`src/rtl/daq_pkg.sv`:
```
// rtl/daq_pkg.sv - shared constants and state encoding for the DAQ acquisition sequencer
package daq_pkg;

  localparam int DAQ_WORD_W = 16;
  localparam logic [DAQ_WORD_W-1:0] DAQ_HEADER = 16'hAAAA;

  // Sequencer states, one acquisition cycle from CONVST to last sample
  typedef enum logic [3:0] {
    IDLE    = 4'd0,
    CONV    = 4'd1,
    WAIT_HI = 4'd2,
    WAIT_LO = 4'd3,
    HDR     = 4'd4,
    CNT     = 4'd5,
    RD_LO   = 4'd6,
    RD_HI   = 4'd7,
    NEXT    = 4'd8
  } daq_state_e;

endpackage

```
`src/rtl/daq_period_timer.sv`:
```
// rtl/daq_period_timer.sv - free-running acquisition period counter with one-cycle trigger tick
module daq_period_timer
  import daq_pkg::*;
(
  input  logic                  clk_i,
  input  logic                  reset_i,
  input  logic                  en_i,
  input  logic [DAQ_WORD_W-1:0] period_i,
  output logic                  tick_o
);

  logic [DAQ_WORD_W-1:0] cnt_q, cnt_d;
  logic [DAQ_WORD_W-1:0] last;

  // Count 0..max(period,1)-1; held at zero while disabled so enabling ticks at once
  always_comb begin
    last  = (period_i == '0) ? '0 : period_i - 1'b1;
    cnt_d = cnt_q;
    if (!en_i) begin
      cnt_d = '0;
    end else if (cnt_q >= last) begin
      cnt_d = '0;
    end else begin
      cnt_d = cnt_q + 1'b1;
    end
  end

  // Counter register
  always_ff @(posedge clk_i or negedge reset_i) begin
    if (!reset_i) begin
      cnt_q <= '0;
    end else begin
      cnt_q <= cnt_d;
    end
  end

  assign tick_o = en_i && (cnt_q == '0);

endmodule

```
`src/rtl/daq_acq_sequencer.sv`:
```
// rtl/daq_acq_sequencer.sv - AD7606 bank acquisition sequencer framing samples into the DAQ FIFO
module daq_acq_sequencer
  import daq_pkg::*;
#(
  parameter int ADCCOUNT       = 8,
  parameter int CHCOUNT        = 8,
  parameter int CONV_PULSE_CYC = 4,
  parameter int RD_LOW_CYC     = 2,
  parameter int RD_HIGH_CYC    = 2,
  parameter int BUSY_TIMEOUT   = 1023,
  parameter logic [DAQ_WORD_W-1:0] HEADER = DAQ_HEADER
) (
  input  logic                  clk_i,
  input  logic                  reset_i,
  input  logic                  en_i,
  input  logic [DAQ_WORD_W-1:0] period_i,
  input  logic                  busy_i,
  input  logic [DAQ_WORD_W-1:0] db_i,
  input  logic                  fifo_full_i,
  output logic                  convst_o,
  output logic [ADCCOUNT-1:0]   cs_o,
  output logic                  rd_o,
  output logic                  fifo_wrreq_o,
  output logic [DAQ_WORD_W-1:0] fifo_data_o,
  output logic [DAQ_WORD_W-1:0] packetcount_o,
  output logic                  active_o,
  output logic                  overrun_o,
  output logic                  timeout_o
);

  localparam int AW = (ADCCOUNT > 1) ? $clog2(ADCCOUNT) : 1;
  localparam int CW = (CHCOUNT > 1) ? $clog2(CHCOUNT) : 1;
  localparam logic [ADCCOUNT-1:0] CS_ONE = 1;

  daq_state_e            state_q, state_d;
  logic [15:0]           cnt_q, cnt_d;
  logic [AW-1:0]         adc_q, adc_d;
  logic [CW-1:0]         ch_q, ch_d;
  logic                  convst_q, convst_d;
  logic                  rd_q, rd_d;
  logic [ADCCOUNT-1:0]   cs_q, cs_d;
  logic                  wrreq_q, wrreq_d;
  logic [DAQ_WORD_W-1:0] data_q, data_d;
  logic [DAQ_WORD_W-1:0] pc_q, pc_d;
  logic                  active_q, active_d;
  logic                  overrun_q, overrun_d;
  logic                  timeout_q, timeout_d;
  logic                  tick;

  daq_period_timer u_timer (
    .clk_i    (clk_i),
    .reset_i  (reset_i),
    .en_i     (en_i),
    .period_i (period_i),
    .tick_o   (tick)
  );

  // Next-state and registered-output computation; a FIFO write is decided one cycle before wrreq
  always_comb begin
    state_d   = state_q;
    cnt_d     = cnt_q + 16'd1;
    adc_d     = adc_q;
    ch_d      = ch_q;
    wrreq_d   = 1'b0;
    data_d    = data_q;
    pc_d      = pc_q;
    overrun_d = overrun_q;
    timeout_d = timeout_q;

    // Any trigger that arrives while busy with a packet is lost
    if (tick && state_q != IDLE) begin
      overrun_d = 1'b1;
    end

    case (state_q)
      IDLE: begin
        cnt_d = '0;
        if (tick) begin
          state_d = CONV;
        end
      end
      CONV: begin
        if (cnt_q == 16'(CONV_PULSE_CYC - 1)) begin
          state_d = WAIT_HI;
          cnt_d   = '0;
        end
      end
      WAIT_HI: begin
        if (busy_i) begin
          state_d = WAIT_LO;
          cnt_d   = '0;
        end else if (cnt_q == 16'(BUSY_TIMEOUT - 1)) begin
          timeout_d = 1'b1;
          state_d   = IDLE;
          cnt_d     = '0;
        end
      end
      WAIT_LO: begin
        if (!busy_i) begin
          state_d = HDR;
          cnt_d   = '0;
        end else if (cnt_q == 16'(BUSY_TIMEOUT - 1)) begin
          timeout_d = 1'b1;
          state_d   = IDLE;
          cnt_d     = '0;
        end
      end
      HDR: begin
        data_d = HEADER;
        if (fifo_full_i) overrun_d = 1'b1;
        else             wrreq_d   = 1'b1;
        adc_d   = '0;
        ch_d    = '0;
        state_d = CNT;
      end
      CNT: begin
        data_d = pc_q;
        if (fifo_full_i) overrun_d = 1'b1;
        else             wrreq_d   = 1'b1;
        state_d = RD_LO;
        cnt_d   = '0;
      end
      RD_LO: begin
        if (cnt_q == 16'(RD_LOW_CYC - 1)) begin
          data_d = db_i;
          if (fifo_full_i) overrun_d = 1'b1;
          else             wrreq_d   = 1'b1;
          state_d = RD_HI;
          cnt_d   = '0;
        end
      end
      RD_HI: begin
        if (cnt_q == 16'(RD_HIGH_CYC - 1)) begin
          cnt_d = '0;
          if (ch_q != CW'(CHCOUNT - 1)) begin
            ch_d    = ch_q + 1'b1;
            state_d = RD_LO;
          end else begin
            state_d = NEXT;
          end
        end
      end
      NEXT: begin
        cnt_d = '0;
        if (adc_q != AW'(ADCCOUNT - 1)) begin
          adc_d   = adc_q + 1'b1;
          ch_d    = '0;
          state_d = RD_LO;
        end else begin
          pc_d    = pc_q + 1'b1;
          state_d = IDLE;
        end
      end
      default: begin
        state_d = IDLE;
        cnt_d   = '0;
      end
    endcase

    // Sticky flags are only released once acquisition is disabled and idle
    if (!en_i && state_q == IDLE) begin
      overrun_d = 1'b0;
      timeout_d = 1'b0;
    end

    convst_d = (state_d != CONV);
    rd_d     = (state_d != RD_LO);
    cs_d     = (state_d == RD_LO || state_d == RD_HI) ? ~(CS_ONE << adc_d) : '1;
    active_d = (state_d != IDLE);
  end

  // State and output registers
  always_ff @(posedge clk_i or negedge reset_i) begin
    if (!reset_i) begin
      state_q   <= IDLE;
      cnt_q     <= '0;
      adc_q     <= '0;
      ch_q      <= '0;
      convst_q  <= 1'b1;
      rd_q      <= 1'b1;
      cs_q      <= '1;
      wrreq_q   <= 1'b0;
      data_q    <= '0;
      pc_q      <= '0;
      active_q  <= 1'b0;
      overrun_q <= 1'b0;
      timeout_q <= 1'b0;
    end else begin
      state_q   <= state_d;
      cnt_q     <= cnt_d;
      adc_q     <= adc_d;
      ch_q      <= ch_d;
      convst_q  <= convst_d;
      rd_q      <= rd_d;
      cs_q      <= cs_d;
      wrreq_q   <= wrreq_d;
      data_q    <= data_d;
      pc_q      <= pc_d;
      active_q  <= active_d;
      overrun_q <= overrun_d;
      timeout_q <= timeout_d;
    end
  end

  assign convst_o      = convst_q;
  assign rd_o          = rd_q;
  assign cs_o          = cs_q;
  assign fifo_wrreq_o  = wrreq_q;
  assign fifo_data_o   = data_q;
  assign packetcount_o = pc_q;
  assign active_o      = active_q;
  assign overrun_o     = overrun_q;
  assign timeout_o     = timeout_q;

endmodule

```
`config.mk`:
```
export PLATFORM = sky130hd
export DESIGN_NAME = daq_acq_sequencer
export DESIGN_NICKNAME = d
export VERILOG_FILES = /design/src/rtl/daq_pkg.sv /design/src/rtl/daq_period_timer.sv /design/src/rtl/daq_acq_sequencer.sv
export SDC_FILE = /design/constraint.sdc
export NUM_CORES = 1
export LEC_CHECK = 0
export CAP_MARGIN = 20
export CORE_MARGIN = 3
export CORE_UTILIZATION = 50
export CTS_CLUSTER_SIZE = 10
export DETAILED_ROUTE_END_ITERATION = 8
export PLACE_DENSITY = 0.75
export SLEW_MARGIN = 15
export SYNTH_ARGS = -nofsm -noshare
export SYNTH_HDL_FRONTEND = slang
export SYNTH_SLANG_ARGS = --single-unit
```
`constraint.sdc`:
```
create_clock -name clk_i -period 4.4 [get_ports clk_i]
set_input_delay 0.88 -clock clk_i [delete_from_list [all_inputs] [get_ports clk_i]]
set_output_delay 0.88 -clock clk_i [all_outputs]
set_load 0.005 [all_outputs]
```
==> impl_metrics.env, run 1 <==
export IMPL_async_reset_ff_frac=1.000
export IMPL_std_cell_rows=35
export IMPL_insertion_delay_ns=0.36
export IMPL_synth_edff_count=0
export IMPL_finalSetupTns_ns=0
export IMPL_p_comb_frac=0.143
export IMPL_grt_start_max_net_pins=67
export IMPL_overflow=0
export IMPL_hold_class="reg -> reg"
export IMPL_drive_gt1_frac=0.1164
export IMPL_yosys_cell_types_count=53
export IMPL_hold_ws_ns=0.5152
export IMPL_nFillCells=791
export IMPL_avgSynthCellArea_um2=9.992
export IMPL_worstSetupPathType="in -> reg"
export IMPL_clockPowerShare=0.312
export IMPL_status="finished, final reports clean"
export IMPL_cp_max_fo=16
export IMPL_fin_crit_ns=3.990
export IMPL_clock_sinks=88
export IMPL_final_nets=652
export IMPL_seq_area_frac_synth=0.4442
export IMPL_cts_setup_buffers=0
export IMPL_numCtsBuffers=9
export IMPL_wl_per_cell_um=15.55
export IMPL_root_buffer="clkbuf_8"
export IMPL_r2r_cells=5
export IMPL_crit_arrival_ns=4.26
export IMPL_place_congestion=0.8247
export IMPL_yosysTopAreaCellShare=0.3915
export IMPL_path_clk_slew_ns=0.08
export IMPL_hold_buffers=0
export IMPL_port_buffers=82
export IMPL_power_ir_vdd_worst_uv=175.3
export IMPL_switchingPower_mw=0.4458
export IMPL_synthTopCellsByArea="dfrtp_1, ha_1, dfstp_2, xnor2_1, xor2_1"
export IMPL_tightest_slew_ns=1.070
export IMPL_yosys_warnings=0
export IMPL_swShare=0.2760
export IMPL_finalSetupViolCount=0
export IMPL_grt_pass1_wl_um=19090
export IMPL_start_kind="input port"
export IMPL_grt_pass1_vias=3959
export IMPL_rsz0062_at_grt="no"
export IMPL_syn_nets=563
export IMPL_dr_first_iter_drc_count=271
export IMPL_routed_wl_um=11230
export IMPL_drc=0
export IMPL_hold_viol_final=0
export IMPL_synthesis_area_um2=4986
export IMPL_finalCritPeriodShare=0.9068
export IMPL_yosys_area_top_type="dfrtp_1"
export IMPL_syn_inst=499
export IMPL_antenna_found_initial=0
export IMPL_slew_viol_final=0
export IMPL_antenna_cells=0
export IMPL_worstPathRequired_ns=4.67
export IMPL_area_growth_syn_to_layout_pct=23.94
export IMPL_drv_cap=0
export IMPL_design_core_area_um2=9459
export IMPL_internal_power_mw=1.170
export IMPL_die_area_um2=11210
export IMPL_antenna_left=0
export IMPL_num_vias=4030
export IMPL_hold_path_depth=2
export IMPL_skew_ns=0.01621
export IMPL_dieWidth_um=105.9
export IMPL_drt_first_pass_iters=4
export IMPL_dpl_hpwl_um=8252
export IMPL_pin_count=83
export IMPL_fmax_ghz=0.2506
export IMPL_start_util=0.5271
export IMPL_ys_dominant_reg_cell="dfrtp_1"
export IMPL_via_per_inst=5.582
export IMPL_htreeDepth=3
export IMPL_p_seq_frac=0.544
export IMPL_p_leak_nw=2.633
export IMPL_ctsLongestPathBuffers=2
export IMPL_die_y_um=105.9
export IMPL_track_usage=0.2077
export IMPL_ys_top_cells_by_count="dfrtp_1, nor2_1, nand2_1"
export IMPL_ys_seq_elements=88
export IMPL_relSlewSlack=0.2839
export IMPL_cts_tree="built"
export IMPL_crit_path_end_kind="register"
export IMPL_power_density_nw_per_um2=261.4
export IMPL_synth_most_common_cell="dfrtp_1"
export IMPL_cts_repair_resize_count=0
==> power groups by stage <==
stage	Clock (mW)	Combinational, mW	Sequential, mW
floorplan	0	0.122	0.884
global placement	0	0.219	0.893
detailed placement	0	0.233	0.895
CTS	0.519	0.236	0.879
global route	0.558	0.265	0.884
finish	0.504	0.231	0.880
==> worst max-delay path, stage by stage <==
cell	delay, ns
clkdlybuf4s50_1	0.41
or4_1	0.55
nor4_1	0.24
nor2b_1	0.22
nand4_1	0.17
nand2_1	0.10
ha_1	0.24
a211oi_1	0.23
o21ai_0	0.15
a2111oi_0	0.44
buf_4	0.19
o211ai_1	0.07
buf_4	0.20
a21boi_0	0.17
==> registers in the layout, summed over array words and instances, names as in the netlist <==
register / cells
active_o: 1
adc_q: 3
ch_q: 3
cnt_q: 16
convst_o: 1
cs_o: 8
fifo_data_o: 16
fifo_wrreq_o: 1
overrun_o: 1
packetcount_o: 16
rd_o: 1
state_q: 4
timeout_o: 1
u_timer.cnt_q: 16
==> path summary, 6_finish.rpt <==
kind | endpoint | slack [ns] | from
worst min-delay path | overrun_o | 0.52 | overrun_o
min in group asynchronous | cnt_q[7] | 0.60 | reset_i
worst max register to register | fifo_data_o[2] | 1.56 | cnt_q[2]
worst max-delay path | u_timer.cnt_q[1] | 0.41 | period_i[11]
max in group asynchronous | cs_o[0] | 2.93 | reset_i
worst min register to register | overrun_o | 0.52 | overrun_o
==> per-stage QoR <==
| step | total power [mW] | area [um2] | cells | setup slack (ns) | util |
|---|---|---|---|---|---|
| 3_3_place_gp | 1.113 | 6000 | 705 | 0.2154 | 0.6343 |
| 5_1_grt | 1.706 | 6180 | 722 | 0.05653 | 0.6533 |
| 3_5_place_dp | 1.127 | 6000 | 705 | 0.07877 | 0.6343 |
| 4_1_cts | 1.633 | 6172 | 721 | 0.4167 | 0.6525 |
| 2_1_floorplan | 1.006 | 4986 | 499 | 0.3822 | - |
| 6_report | 1.615 | 6180 | 722 | 0.4100 | 0.6533 |
==> logic make-up (layout without fill, tap and decap cells) <==
logic type / count (synthesis) / count (layout) / synth area share
AO/OA/AOI/OAI: 89 / 89 / 0.1287
flip-flops: 88 / 88 / 0.4442
buffers and inverters: 29 / 123 / 0.02384
adder cells (fa/ha/maj): 27 / 27 / 0.06775
AND/OR/NAND/NOR: 197 / 197 / 0.2080
XOR/XNOR: 56 / 56 / 0.09837
multiplexers: 13 / 13 / 0.02911
==> final cells by class <==
type	count	area (um2)	share of cell area
Tap cell	129	161.4	0.02612
Multi-Input combinational cell	382	2663	0.4309
Clock buffer	10	127.6	0.02065
Clock inverter	6	45.04	0.007289
Sequential cell	88	2215	0.3584
Inverter	10	37.54	0.006074
Timing Repair Buffer	97	930.9	0.1506
==> layer usage <==
layer,wire length [um],vias to the layer above,track usage
li1,-,1986,-
met1,5063,1950,0.2833
met2,5599,85,0.3434
met3,465,9,0.04348
met4,96,0,0.04348
met5,0,-,0
==> layout by cell type, fill, tap and decap left out, types with 7 or more instances in the layout <==
| cell type | instances |
|---|---|
| nand2_1 | 44 |
| nor4_1 | 8 |
| dfrtp_1 | 78 |
| clkbuf_8 | 9 |
| a22oi_1 | 9 |
| inv_1 | 10 |
| dfstp_2 | 10 |
| a41oi_1 | 9 |
| nor2_1 | 45 |
| o21ai_0 | 7 |
| nor3_1 | 12 |
| mux2_2 | 12 |
| and3_1 | 8 |
| xor2_1 | 28 |
| a22o_1 | 11 |
| clkdlybuf4s50_1 | 81 |
| nand4_1 | 15 |
| xnor2_1 | 28 |
| a21oi_1 | 31 |
| ha_1 | 27 |
| buf_4 | 16 |
| nand3_1 | 25 |
Power figures use the tool's default switching activity.
==> inputs of run 2 (changes only) <==
--- a/config.mk
+++ b/config.mk
@@ -8,10 +8,12 @@
 export CAP_MARGIN = 20
 export CORE_MARGIN = 3
 export CORE_UTILIZATION = 50
+export CTS_CLUSTER_DIAMETER = 50
 export CTS_CLUSTER_SIZE = 10
 export DETAILED_ROUTE_END_ITERATION = 8
 export PLACE_DENSITY = 0.75
 export SLEW_MARGIN = 15
 export SYNTH_ARGS = -nofsm -noshare
 export SYNTH_HDL_FRONTEND = slang
+export SYNTH_HIERARCHICAL = 1
 export SYNTH_SLANG_ARGS = --single-unit
==> run 2 against run 1 <==
  * Sequential share of layout area grew 0.065 points
  * Clock power grew 3%
  * Hold slack lost 0.019 ns
  * Critical endpoint is now u_timer/cnt_q[10]
  * Critical path type unchanged
  * Highest routed layer unchanged
  * First-iteration DRC count shrank 30%
  * Total power shrank 8.5%
  * Largest power group unchanged
  * Sequential power shrank 5.9%
==> impl_metrics.env, run 2 <==
export IMPL_dp_cells=713
export IMPL_htreeDepth=3
export IMPL_syn_inst=514
export IMPL_ys_dominant_reg_cell="dfrtp_1"
export IMPL_finalSetupTns_ns=0
export IMPL_start_util=0.5296
export IMPL_skew_ns=0.01506
export IMPL_pin_count=83
export IMPL_grt_pass1_vias=3990
export IMPL_crit_path_end_kind="register"
export IMPL_fin_crit_ns=3.710
export IMPL_finalInstanceArea_um2=6168
export IMPL_ys_top_cells_by_count="dfrtp_1, nor2_1, nand2_1"
export IMPL_nFillCells=775
export IMPL_design_core_area_um2=9503
export IMPL_hold_class="reg -> reg"
export IMPL_finalWorstSetupSlack_ns=0.6901
export IMPL_ys_seq_elements=88
export IMPL_cts_repair_resize_count=0
export IMPL_synth_most_common_cell="dfrtp_1"
export IMPL_dpl_cell_area_um2=5974
export IMPL_antenna_cells=0
export IMPL_worstPathRequired_ns=4.63
export IMPL_avgSynthCellArea_um2=9.791
export IMPL_wl_per_cell_um=15.54
export IMPL_final_cells=729
export IMPL_clock_sinks=88
export IMPL_start_kind="input port"
export IMPL_crit_arrival_ns=3.94
export IMPL_drc=0
export IMPL_std_cell_rows=35
export IMPL_final_nets=659
export IMPL_layout_common_cells="clkdlybuf4s50_1, dfrtp_1, nor2_1"
export IMPL_root_buffer="clkbuf_8"
export IMPL_relSlewSlack=0.3837
export IMPL_hold_buffers=0
export IMPL_rsz0062_at_grt="no"
export IMPL_drt_first_pass_iters=4
export IMPL_yosys_warnings=6
export IMPL_regArea_um2=2215
export IMPL_dieWidth_um=106.3
export IMPL_final_util=0.6491
export IMPL_yosys_area_top_type="dfrtp_1"
export IMPL_slew_viol_final=0
export IMPL_multi_input_area_um2=2693
export IMPL_status="finished, final reports clean"
export IMPL_p_leak_nw=2.675
export IMPL_fmax_ghz=0.2696
export IMPL_track_usage=0.2091
export IMPL_dpl_hpwl_um=8512
export IMPL_worstSetupPathType="in -> reg"
export IMPL_cp_max_fo=16
export IMPL_cts_setup_buffers=0
export IMPL_place_congestion=0.8362
export IMPL_seq_area_frac_synth=0.4401
export IMPL_syn_nets=578
export IMPL_die_y_um=106.3
export IMPL_num_vias=4093
export IMPL_grt_pass1_wl_um=19260
export IMPL_ctsLongestPathBuffers=2
export IMPL_cts_tree="built"
export IMPL_dp_slack_ns=0.3239
export IMPL_via_per_inst=5.615
export IMPL_power_ir_vdd_worst_uv=150.6
export IMPL_finalSetupViolCount=0
export IMPL_routed_wl_um=11330
export IMPL_antenna_left=0
export IMPL_synthTopCellsByArea="dfrtp_1, ha_1, dfstp_2, xor2_1, xnor2_1"
export IMPL_synthesis_area_um2=5032
export IMPL_synth_edff_count=0
export IMPL_grt_start_max_net_pins=48
export IMPL_hold_viol_final=0
export IMPL_die_area_um2=11300
export IMPL_port_buffers=82
export IMPL_final_common_cell="clkdlybuf4s50_1"
export IMPL_power_density_nw_per_um2=239.6
export IMPL_yosys_cell_types_count=55
export IMPL_insertion_delay_ns=0.35
export IMPL_drv_cap=0
export IMPL_hold_ws_ns=0.4962
export IMPL_numCtsBuffers=9
export IMPL_dr_first_iter_drc_count=191
export IMPL_tightest_slew_ns=0.9195
export IMPL_p_total_mw=1.478
export IMPL_overflow=0
export IMPL_async_reset_ff_frac=1.000
export IMPL_yosysTopAreaCellShare=0.3879
export IMPL_drive_gt1_frac=0.09167
export IMPL_area_growth_syn_to_layout_pct=22.58
export IMPL_antenna_found_initial=0
export IMPL_finalCritPeriodShare=0.8431
export IMPL_path_clk_slew_ns=0.09
## run 2: area by class of cell
type,instances,share of cell area
inverters,17,0.01034
clock buffers,10,0.02231
well taps,129,0.02617
clock inverters,6,0.008114
flip-flops and latches,88,0.3590
multi-input cells,393,0.4365
repair buffers,86,0.1375
## run 2: power by group
| part | internal (mW) | switching [mW] | leakage [nW] |
|---|---|---|---|
| Sequential | 0.819 | 0.00887 | 1.12 |
| Clock | 0.227 | 0.292 | 0.0895 |
| Combinational | 0.0704 | 0.0613 | 1.47 |
| Total | 1.12 | 0.362 | 2.68 |
## run 2: cells by family (layout without fill, tap and decap cells)
group	count (synthesis)	count (layout)	synth area share
simple gates	229	229	0.2447
buf+inv	33	119	0.02710
compound gates	70	70	0.09920
mux	11	11	0.02437
xor+xnor	56	56	0.09746
flops	88	88	0.4401
fa+ha+maj	27	27	0.06713
## run 2: final timing paths
path | from | end | slack (ns) | depth (start not counted)
max in group asynchronous | reset_i | cs_o[7] | 2.90 | 2
min | fifo_data_o[12] | fifo_data_o[12] | 0.50 | 1
min in group asynchronous | reset_i | fifo_data_o[0] | 0.52 | 1
max | period_i[5] | u_timer/cnt_q[10] | 0.69 | 13
max reg2reg | state_q[0] | cs_o[1] | 1.47 | 5
min reg2reg | fifo_data_o[12] | fifo_data_o[12] | 0.50 | 1
## run 2: worst max-delay path, stage by stage
cell and delay (ns):
clkdlybuf4s50_1 0.46, or4_4 0.60, nor4b_4 0.38, nand2b_1 0.11
xnor2_1 0.15, nand2_1 0.08, ha_1 0.29, nand4_1 0.13
nor3_1 0.29, o311ai_1 0.15, o211ai_1 0.10, buf_4 0.24
nor2_1 0.08
## run 2: per-layer routing
layer | wire length (um) | vias to the layer above | track usage
met2 | 5281 | 105 | 0.3326
met4 | 124 | 0 | 0.05550
met3 | 540 | 11 | 0.03279
met1 | 5382 | 1977 | 0.2986
li1 | - | 2000 | -
met5 | 0 | - | 0
==> inputs of run 3 (changes only) <==
--- a/config.mk
+++ b/config.mk
@@ -7,11 +7,11 @@
 export LEC_CHECK = 0
 export CAP_MARGIN = 20
 export CORE_MARGIN = 3
-export CORE_UTILIZATION = 50
+export CORE_UTILIZATION = 49
 export CTS_CLUSTER_DIAMETER = 50
 export CTS_CLUSTER_SIZE = 10
 export DETAILED_ROUTE_END_ITERATION = 8
-export PLACE_DENSITY = 0.75
+export PLACE_DENSITY = 0.76
 export SLEW_MARGIN = 15
 export SYNTH_ARGS = -nofsm -noshare
 export SYNTH_HDL_FRONTEND = slang
==> constraint.sdc (replaced) <==
create_clock -name clk_i -period 3.35 [get_ports clk_i]
set_input_delay 0.67 -clock clk_i [delete_from_list [all_inputs] [get_ports clk_i]]
set_output_delay 0.67 -clock clk_i [all_outputs]
set_load 0.005 [all_outputs]
==> run 3 against run 2 <==
  * Sequential share of layout area down 1.8 points
  * Combinational power up 49%
  * Non-clock buffer count up 25
  * Sequential power up 32%
  * Routed wire length down 0.16%
  * Die area up 1.9%
  * First-iteration DRC count up 40%
  * Cell area up 5.3%
  * Total power up 39%
  * Core utilization up 0.93 points
  * Register-to-register slack worse by 0.82 ns
  * Critical endpoint is now u_timer/cnt_q[8]
  * Largest cell class unchanged
==> impl_metrics.env, run 3 (synthesized netlist as in run 2, its figures left out) <==
export IMPL_status="finished, final reports clean"
export IMPL_tightest_slew_ns=0.9992
export IMPL_finalCritPeriodShare=0.9511
export IMPL_cts_tree="built"
export IMPL_drc=0
export IMPL_hold_viol_final=0
export IMPL_final_nets=684
export IMPL_swShare=0.2490
export IMPL_final_cells=758
export IMPL_hold_ws_ns=0.1878
export IMPL_slew_viol_final=0
export IMPL_track_usage=0.2027
export IMPL_grt_start_max_net_pins=89
export IMPL_die_area_um2=11520
export IMPL_start_kind="input port"
export IMPL_insertion_delay_ns=0.37
export IMPL_p_leak_nw=2.902
export IMPL_regArea_um2=2215
export IMPL_start_util=0.5101
export IMPL_dieWidth_um=107.3
export IMPL_hold_buffers=0
export IMPL_ctsLongestPathBuffers=2
export IMPL_num_vias=4175
export IMPL_drv_cap=0
export IMPL_cp_max_fo=8
export IMPL_finalSetupViolCount=0
export IMPL_dr_first_iter_drc_count=267
export IMPL_place_congestion=0.8747
export IMPL_internal_power_mw=1.545
export IMPL_skew_ns=0.01818
export IMPL_via_per_inst=5.508
export IMPL_port_buffers=82
export IMPL_layout_common_cells="dfrtp_1, clkdlybuf4s50_1, nor2_1"
export IMPL_switchingPower_mw=0.5121
export IMPL_antenna_left=0
export IMPL_drive_gt1_frac=0.1376
export IMPL_final_common_cell="dfrtp_1"
export IMPL_grt_pass1_wl_um=18940
export IMPL_std_cell_rows=36
export IMPL_antenna_cells=0
export IMPL_rsz0062_at_grt="no"
export IMPL_worstPathRequired_ns=3.60
export IMPL_multi_input_area_um2=2734
export IMPL_design_core_area_um2=9864
export IMPL_worstSetupPathType="in -> reg"
export IMPL_hold_class="in -> async"
export IMPL_clock_sinks=88
export IMPL_cp_common_cell="nor2_1"
export IMPL_power_ir_vdd_worst_uv=239.9
export IMPL_dp_cells=738
export IMPL_htreeDepth=3
export IMPL_pin_count=83
export IMPL_worstPathCellList="clkdlybuf4s50_1 > nor2_1 > nand3_1 > buf_4 > nor3_1 > xor2_1 > nand2_1 > ha_1 > nand4_1 > nor3_2 > o311ai_2 > o211ai_1 > clkbuf_16 > nor2_1"
export IMPL_antenna_found_initial=0
export IMPL_nFillCells=785
export IMPL_routed_wl_um=11310
export IMPL_fin_crit_ns=3.186
export IMPL_finalSetupTns_ns=0
export IMPL_die_y_um=107.3
export IMPL_critical_path_buf_inv_count=3
export IMPL_crit_path_end_kind="register"
export IMPL_power_density_nw_per_um2=316.7
export IMPL_cpMaxStageDelayCell="clkdlybuf4s50_1"
export IMPL_critPathMaxStageDelay_ns=0.48
export IMPL_path_clk_slew_ns=0.10
export IMPL_numCtsBuffers=9
export IMPL_crit_arrival_ns=3.44
export IMPL_overflow=0
export IMPL_crit_family="simple AND/OR/NAND/NOR gates"
export IMPL_p_seq_frac=0.529
export IMPL_dpl_hpwl_um=8257
export IMPL_clockPowerShare=0.376
export IMPL_relSlewSlack=0.3302
export IMPL_p_comb_frac=0.096
export IMPL_root_buffer="clkbuf_8"
export IMPL_wl_per_cell_um=14.92
export IMPL_drt_first_pass_iters=4
export IMPL_fmax_ghz=0.3139
export IMPL_area_growth_syn_to_layout_pct=29.07
export IMPL_grt_pass1_vias=4016
run 3: changes by cell type in the layout (fill, tap and decap cells not counted), sizes merged:
cell,previous run,this run
clkdlybuf4s50,81,73
bufinv,0,1
dlymetal6s2s,0,8
buf,5,29
clkinvlp,2,1
clkinv,2,3
run 3: power groups by stage:
| stage | registers [mW] | clock network [mW] | logic (mW) |
|---|---|---|---|
| 6_report | 1.09 | 0.773 | 0.197 |
| 5_1_grt | 1.09 | 0.836 | 0.219 |
| 4_1_cts | 1.09 | 0.793 | 0.190 |
| 3_5_place_dp | 1.11 | 0 | 0.188 |
| 3_3_place_gp | 1.11 | 0 | 0.183 |
| 2_1_floorplan | 1.11 | 0 | 0.0628 |
run 3: path summary, 6_finish.rpt:
kind / slack, ns / cells past startpoint / end / from
setup / recovery: 0.16 / 14 / u_timer/cnt_q[8] / period_i[1]
hold / removal: 0.19 / 1 / fifo_data_o[8] / reset_i
setup reg to reg: 0.65 / 5 / fifo_data_o[6] / cnt_q[2]
hold reg to reg: 0.50 / 1 / fifo_data_o[12] / fifo_data_o[12]
max in group asynchronous: 2.50 / 2 / convst_o / reset_i
min in group clk_i: 0.50 / 1 / fifo_data_o[12] / fifo_data_o[12]
run 3: area by class of cell:
| type | count | area share |
|---|---|---|
| Multi-Input combinational cell | 393 | 0.4209 |
| Clock buffer | 9 | 0.01907 |
| Timing Repair Buffer | 111 | 0.1695 |
| Sequential cell | 88 | 0.3410 |
| Tap cell | 133 | 0.02562 |
| Inverter | 17 | 0.009825 |
| Clock inverter | 7 | 0.01406 |
run 3: routing by layer:
metal	share of wire	global-route usage	vias to the layer above
li1	-	-	2052
met1	0.46	0.2688	2013
met2	0.48	0.3320	97
met3	0.048	0.04619	13
met4	0.011	0.06312	0
met5	0	0	-
run 3: what timing repair did:
item	CTS	global route
endpoints found under the setup margin	16	16
resized for setup	1	18
pin swaps	0	14
buffers inserted	0	2
gates cloned	0	1
run 3: per-stage QoR:
stage / worst slack [ns] / util / total power [mW] / cell area, um2
4_1_cts: 0.02592 / 0.6457 / 2.070 / 6370
5_1_grt: 0.005821 / 0.6584 / 2.144 / 6495
2_1_floorplan: 0.1447 / - / 1.169 / 5032
3_3_place_gp: -0.2834 / 0.6234 / 1.290 / 6150
6_report: 0.1640 / 0.6584 / 2.057 / 6495
3_5_place_dp: -0.4173 / 0.6234 / 1.295 / 6150
